## config.mk

```make
export PLATFORM = sky130hd
export DESIGN_NAME = green_feature_extractor
export DESIGN_NICKNAME = d
export VERILOG_FILES = /design/src/rtl/green_feature_extractor.sv
export SDC_FILE = /design/constraint.sdc
export NUM_CORES = 1
export LEC_CHECK = 0
export ABC_CLOCK_PERIOD_IN_PS = 7700
export CELL_PAD_IN_SITES_DETAIL_PLACEMENT = 2
export CELL_PAD_IN_SITES_GLOBAL_PLACEMENT = 2
export CORE_MARGIN = 3
export CORE_UTILIZATION = 28
export CTS_CLUSTER_SIZE = 24
export DETAILED_ROUTE_END_ITERATION = 6
export PLACE_DENSITY_LB_ADDON = 0.1
export SLEW_MARGIN = 20
export SYNTH_ARGS = -nofsm -noshare
export SYNTH_HDL_FRONTEND = slang
export SYNTH_SLANG_ARGS = --single-unit
```

## constraint.sdc

```tcl
create_clock -name clk -period 7.7 [get_ports clk]
set_input_delay 1.155 -clock clk [delete_from_list [all_inputs] [get_ports clk]]
set_output_delay 1.155 -clock clk [all_outputs]
set_load 0.1 [all_outputs]
```

## src/rtl/green_feature_extractor.sv

```systemverilog
// green_feature_extractor: streaming HSV green-threshold front end of the
// rock/paper/scissors classifier. Accepts one raster-order pixel per cycle,
// masks it against an inclusive [lower, upper] box on H, S and V, and
// accumulates the frame features the classifier consumes.
// Latency: feat_valid rises one cycle after the last pixel handshake.
// Backpressure: pix_ready is low outside STREAM; features are held until feat_ready.
//
// Ports:
//   clk, rst            clock, asynchronous active-high reset
//   start               begin a new frame (only honoured in IDLE)
//   lower, upper        threshold box, [23:16]=H [15:8]=S [7:0]=V
//   pix_valid/ready/data  pixel stream, same HSV packing
//   feat_valid/ready    feature handshake (held until taken)
//   sum, sum_left       in-range pixel counts (whole frame / column < LENGTH/2)
//   strip               mask of column STRIP_COL, bit r = row r
//   transitions         adjacent-row changes along the strip
//   busy                high whenever a frame is in progress or unread
module green_feature_extractor #(
  parameter int HEIGHT    = 64,
  parameter int LENGTH    = 64,
  parameter int STRIP_COL = LENGTH / 2
) (
  input  logic              clk,
  input  logic              rst,
  input  logic              start,
  input  logic [23:0]       lower,
  input  logic [23:0]       upper,
  input  logic              pix_valid,
  output logic              pix_ready,
  input  logic [23:0]       pix_data,
  output logic              feat_valid,
  input  logic              feat_ready,
  output logic [31:0]       sum,
  output logic [31:0]       sum_left,
  output logic [HEIGHT-1:0] strip,
  output logic [31:0]       transitions,
  output logic              busy
);

  localparam int ROW_W = $clog2(HEIGHT);
  localparam int COL_W = $clog2(LENGTH);

  localparam logic [ROW_W-1:0] ROW_LAST = ROW_W'(HEIGHT - 1);
  localparam logic [COL_W-1:0] COL_LAST = COL_W'(LENGTH - 1);
  localparam logic [COL_W-1:0] COL_HALF = COL_W'(LENGTH / 2);
  localparam logic [COL_W-1:0] COL_STRIP = COL_W'(STRIP_COL);

  typedef enum logic [1:0] {
    IDLE   = 2'd0,
    STREAM = 2'd1,
    HOLD   = 2'd2
  } state_t;

  state_t state_q, state_d;

  logic [23:0]      lower_q, upper_q;
  logic [ROW_W-1:0] row;
  logic [COL_W-1:0] col;
  logic             prev_bit;
  logic             accept;
  logic             last_pix;
  logic             mask;

  // Unsigned inclusive compare per channel; a low>high channel can never pass.
  function automatic logic in_range(input logic [7:0] v, input logic [7:0] lo,
                                    input logic [7:0] hi);
    return (v >= lo) && (v <= hi);
  endfunction

  assign mask = in_range(pix_data[23:16], lower_q[23:16], upper_q[23:16]) &&
                in_range(pix_data[15:8],  lower_q[15:8],  upper_q[15:8])  &&
                in_range(pix_data[7:0],   lower_q[7:0],   upper_q[7:0]);

  // Handshake outputs decode straight from the state register, so they are
  // glitch-free and pix_ready is already high on the first STREAM cycle.
  assign pix_ready  = (state_q == STREAM);
  assign feat_valid = (state_q == HOLD);
  assign busy       = (state_q != IDLE);

  assign accept   = pix_valid && pix_ready;
  assign last_pix = (row == ROW_LAST) && (col == COL_LAST);

  always_ff @(posedge clk or posedge rst) begin
    if (rst) begin
      state_q <= IDLE;
    end else begin
      state_q <= state_d;
    end
  end

  always_comb begin
    state_d = state_q;
    case (state_q)
      IDLE:    if (start) state_d = STREAM;
      STREAM:  if (accept && last_pix) state_d = HOLD;
      HOLD:    if (feat_ready) state_d = IDLE;
      default: state_d = IDLE;
    endcase
  end

  always_ff @(posedge clk or posedge rst) begin
    if (rst) begin
      lower_q     <= '0;
      upper_q     <= '0;
      sum         <= '0;
      sum_left    <= '0;
      transitions <= '0;
      strip       <= '0;
      row         <= '0;
      col         <= '0;
      prev_bit    <= 1'b0;
    end else if (state_q == IDLE && start) begin
      // Thresholds are captured once per frame so the box cannot shift mid-frame.
      lower_q     <= lower;
      upper_q     <= upper;
      sum         <= '0;
      sum_left    <= '0;
      transitions <= '0;
      strip       <= '0;
      row         <= '0;
      col         <= '0;
    end else if (accept) begin
      sum <= sum + {31'd0, mask};
      if (col < COL_HALF) begin
        sum_left <= sum_left + {31'd0, mask};
      end
      if (col == COL_STRIP) begin
        strip[row] <= mask;
        prev_bit   <= mask;
        // Row 0 has no predecessor, so whatever prev_bit holds is ignored there.
        if (row != '0 && mask != prev_bit) begin
          transitions <= transitions + 32'd1;
        end
      end
      if (col == COL_LAST) begin
        col <= '0;
        row <= last_pix ? '0 : row + 1'b1;
      end else begin
        col <= col + 1'b1;
      end
    end
  end

endmodule

```

==> summary.md <==
| Metric | Value |
|---|---|
| Status | finished clean |
| Ys flop type | dfrtp_1 |
| Routed wire per std cell | 20.8 um |
| IR drop worst, VDD | 149 uV |
| Worst setup SP type | input pin |
| HP Class | register to register |
| Total Neg Setup Slack | 0 ns |
| Total power | 3390 uW |
| Final hold vios | 0 |
| H-Tree Depth | 1 |
| Most used cell, CP | ha_1 |
| CP Cell Sequence | clkdlybuf4s50_1 -> inv_1 -> ha_1 -> nor2b_1 -> o21ai_0 -> a221o_1 -> o211ai_1 -> and4b_2 -> ha_1 -> nand3_1 -> nor4_2 -> and3_1 -> and2_1 -> nand4_1 -> xor2_1 -> nor2_1 |
| Instance count of the mapped netlist | 1264 |
| Simple-Gate Fraction of Synth Area | 20.9% |
| Routed Antenna Nets | 0 |
| Area grow syn2layout | 34.6% |
| Critical Path AT | 5.17 ns |
| CTS Buf Count | 30 |
| Fillcell total | 4395 |
| Drt total wl | 42100 um |
| Power per standard cell area | 221 nW/um2 |
| Seq cells post-synth | 223 |
| Clock Latency Late Sink | 0.57 ns |
| Clk Tree Root Cell | clkbuf_16 |
| Port buffer count | 239 |
| Row count | 73 |
| First-pass iteration count of the detailed router | 4 |
| Final setup fails | 0 |
| Leak | 0.00641 uW |
| Largest family of logic cells by synthesized area | simple AND/OR/NAND/NOR gates |
| Seq/Total Area, Yosys | 48.9% |
| Kind of critical path | input pin to register |
| Total die area | 43200 um2 |
| GP Congestion | 0.736 |
| First-pass GRT wire length | 67800 um |
| # Max-Cap Violations | 0 |
| RSZ-0062 raised after global routing | false |
| Post-synthesis mux area share | 0.493% |
| Drt via density | 5.16 |
| CTS Buffer Depth | 3 |
| Final period util | 61.9% |
| Global-route usage over all layers | 19.3% |
| Drt initial violations | 446 |
| Worst stage delay on the critical path | 0.67 ns |
| Reg area | 5580 um2 |
| Crit Path Max Fanout | 7 |
| WP buf/inv | 2 |
| Non-filler cells, final | 2025 |
| Least-Margin Pin Slew | 1.17 ns |
| Starting Density | 28.5% |
| Clock-pin slew on the worst setup and hold paths | 0.06 ns |
| Initial antenna violation count | 1 |
| Ant. Diodes | 0 |
| HPWL after detailed placement | 28400 um |
| Clock sinks | 223 |
| Largest net degree at the start of global routing | 98 |
| Core Region | 40000 um2 |
| Post-Synth Adder-Cell Area | 6.25% |
| Slew Limit Headroom | 22.1% |
| Placed insts | 1972 |
| Fmax | 210 MHz |
| Overflow after GRT | 0 |
| Xor and xnor area share after synthesis | 4.22% |
| CP endpoint kind | register |
| Routed vias | 10400 |
| Synth Area per Inst | 9.03 um2 |
| Share of cells above drive strength 1 | 5.47% |
| Syn Nets | 1398 |
| Number of enable flip-flop cells after synthesis | 0 |
| CP max stage cell | nor4_2 |
| Die width | 208 um |
| Worst path required time | 8.11 ns |
| Final Slew Violations | 0 |
| Reg2reg setup slack | 3.66 ns |
| Min cycle time layout | 4.76 ns |
| Final nets | 1613 |
| Die Y | 208 um |
| Multi-input logic area | 5340 um2 |
| Vias in the first global route | 11400 |
| CTS tree | done |
| DRC | 0 |
| Clk_skew | 0.0136 ns |
| Post-synthesis async set-or-reset flop share | 100% |
| Post-CTS Setup Bufs | 0 |
| # hold bufs at CTS | 0 |
| Utilization after layout | 38.4% |
| Synth Warn # | 0 |
| Synth Cell Area | 11400 um2 |
| I/O pins | 240 |
| Synth Area in Compound Gates | 14.8% |
| CTS resizes | 0 |
| Cell family with most CP delay | simple AND/OR/NAND/NOR gates |
| Library cells used by synthesis | 55 |
==> cell usage after synthesis (2+ instances only) <==
cell	count	area share (%)
a21o_1	5	0.33
a21oi_1	118	5.2
a31oi_1	2	0.11
and2_1	8	0.44
and3_1	12	0.66
and3b_1	2	0.15
and4_1	6	0.46
buf_1	3	0.099
buf_2	3	0.13
buf_6	2	0.20
clkbuf_1	59	1.9
dfrtp_1	223	49
ha_1	57	6.2
inv_1	65	2.1
mux2i_1	3	0.26
nand2_1	130	4.3
nand2b_1	3	0.16
nand3_1	104	4.6
nand3b_1	4	0.26
nand4_1	40	2.2
nor2_1	89	2.9
nor2b_1	7	0.38
nor3_1	15	0.66
nor3b_1	2	0.13
nor4_1	4	0.22
o211ai_1	8	0.53
o21a_1	5	0.33
o21ai_0	155	6.8
o22ai_1	3	0.16
o31ai_1	10	0.66
or2_2	5	0.27
or3_1	28	1.5
or3b_2	2	0.15
or4_1	8	0.53
xnor2_1	15	1.2
xor2_1	40	3.1
==> area by class of cell <==
cell class / instances / share of cell area [%]
clock buffer: 41 / 5.62
clock inverter: 12 / 1.24
inverter: 65 / 1.64
multi-input combinational: 909 / 34.8
sequential: 223 / 36.3
tap: 525 / 4.28
timing repair buffer: 250 / 16.1
==> sequential cells by signal (all words and copies together) (netlist names) <==
name         flops
lower_q         24
col              6
row              6
prev_bit         1
sum_left        32
upper_q         24
sum             32
state_q          2
strip           64
transitions     32
==> per-layer routing <==
layer	vias up	track usage, %	routed length, um
met1	5349	26.5	19200
met2	182	31.9	20100
li1	4856	-	-
met4	2	3.37	672
met3	50	4.12	2100
met5	-	0	12
==> path summary, 6_finish.rpt <==
| path | from | end | cells after the start |
|---|---|---|---|
| worst max-delay path | pix_data[0] | sum_left[22] | 16 |
| worst min register to register | lower_q[0] | lower_q[0] | 2 |
| max in group asynchronous | rst | lower_q[2] | 3 |
| min in group asynchronous | rst | strip[31] | 2 |
| worst max register to register | lower_q[0] | sum_left[22] | 14 |
| worst min-delay path | lower_q[0] | lower_q[0] | 2 |
==> kinds of logic (layout without fill, tap and decap cells) <==
kind of cell | count (synthesis) | count (layout)
multiplexers | 5 | 5
AO/OA/AOI/OAI | 314 | 314
buffers and inverters | 132 | 368
AND/OR/NAND/NOR | 478 | 478
adder cells (fa/ha/maj) | 57 | 57
flip-flops | 223 | 223
XOR/XNOR | 55 | 55
==> worst min-delay path, stage by stage, from the launching register on <==
cell     delay, ns
dfrtp_1       0.35
nand2_1       0.05
nand2_1       0.05
==> where the power goes <==
part           internal, uW  total (uW)  switching [uW]  leakage (uW)
Combinational           209         560             352       0.00287
Clock                   944        1500             558      0.000514
Sequential             1270        1330            56.7       0.00303
==> metrics by stage <==
| step | hold WS, ns | cell area (um2) | worst slack, ns |
|---|---|---|---|
| 2_1_floorplan | 0.450 | 11400 | 0.439 |
| 3_3_place_gp | 0.474 | 14300 | 2.43 |
| 3_5_place_dp | 0.478 | 14300 | 2.34 |
| 4_1_cts | 0.492 | 15400 | 2.90 |
| 5_1_grt | 0.524 | 15400 | 2.58 |
| 6_report | 0.488 | 15400 | 2.94 |
==> placed cells by master, fill, tap and decap left out, drive strengths merged, types with 3 or more instances in the layout <==
master / netlist / layout
clkdlybuf4s50: 0 / 239
dfrtp: 223 / 223
o21ai: 155 / 155
nand2: 130 / 130
a21oi: 118 / 118
nand3: 105 / 105
nor2: 90 / 90
inv: 65 / 65
ha: 57 / 57
clkbuf: 59 / 41
nand4: 40 / 40
xor2: 40 / 40
or3: 28 / 28
nor3: 16 / 16
xnor2: 15 / 15
and3: 12 / 12
buf: 8 / 11
o31ai: 10 / 10
and2: 8 / 8
o211ai: 8 / 8
or4: 8 / 8
nor2b: 8 / 8
and4: 6 / 6
o21a: 5 / 5
a21o: 5 / 5
or2: 5 / 5
clkinv: 0 / 5
bufinv: 0 / 5
nor4: 5 / 5
nand3b: 4 / 4
nand2b: 4 / 4
o22ai: 3 / 3
mux2i: 3 / 3
nor3b: 3 / 3
(Power assumes the default switching activity.)
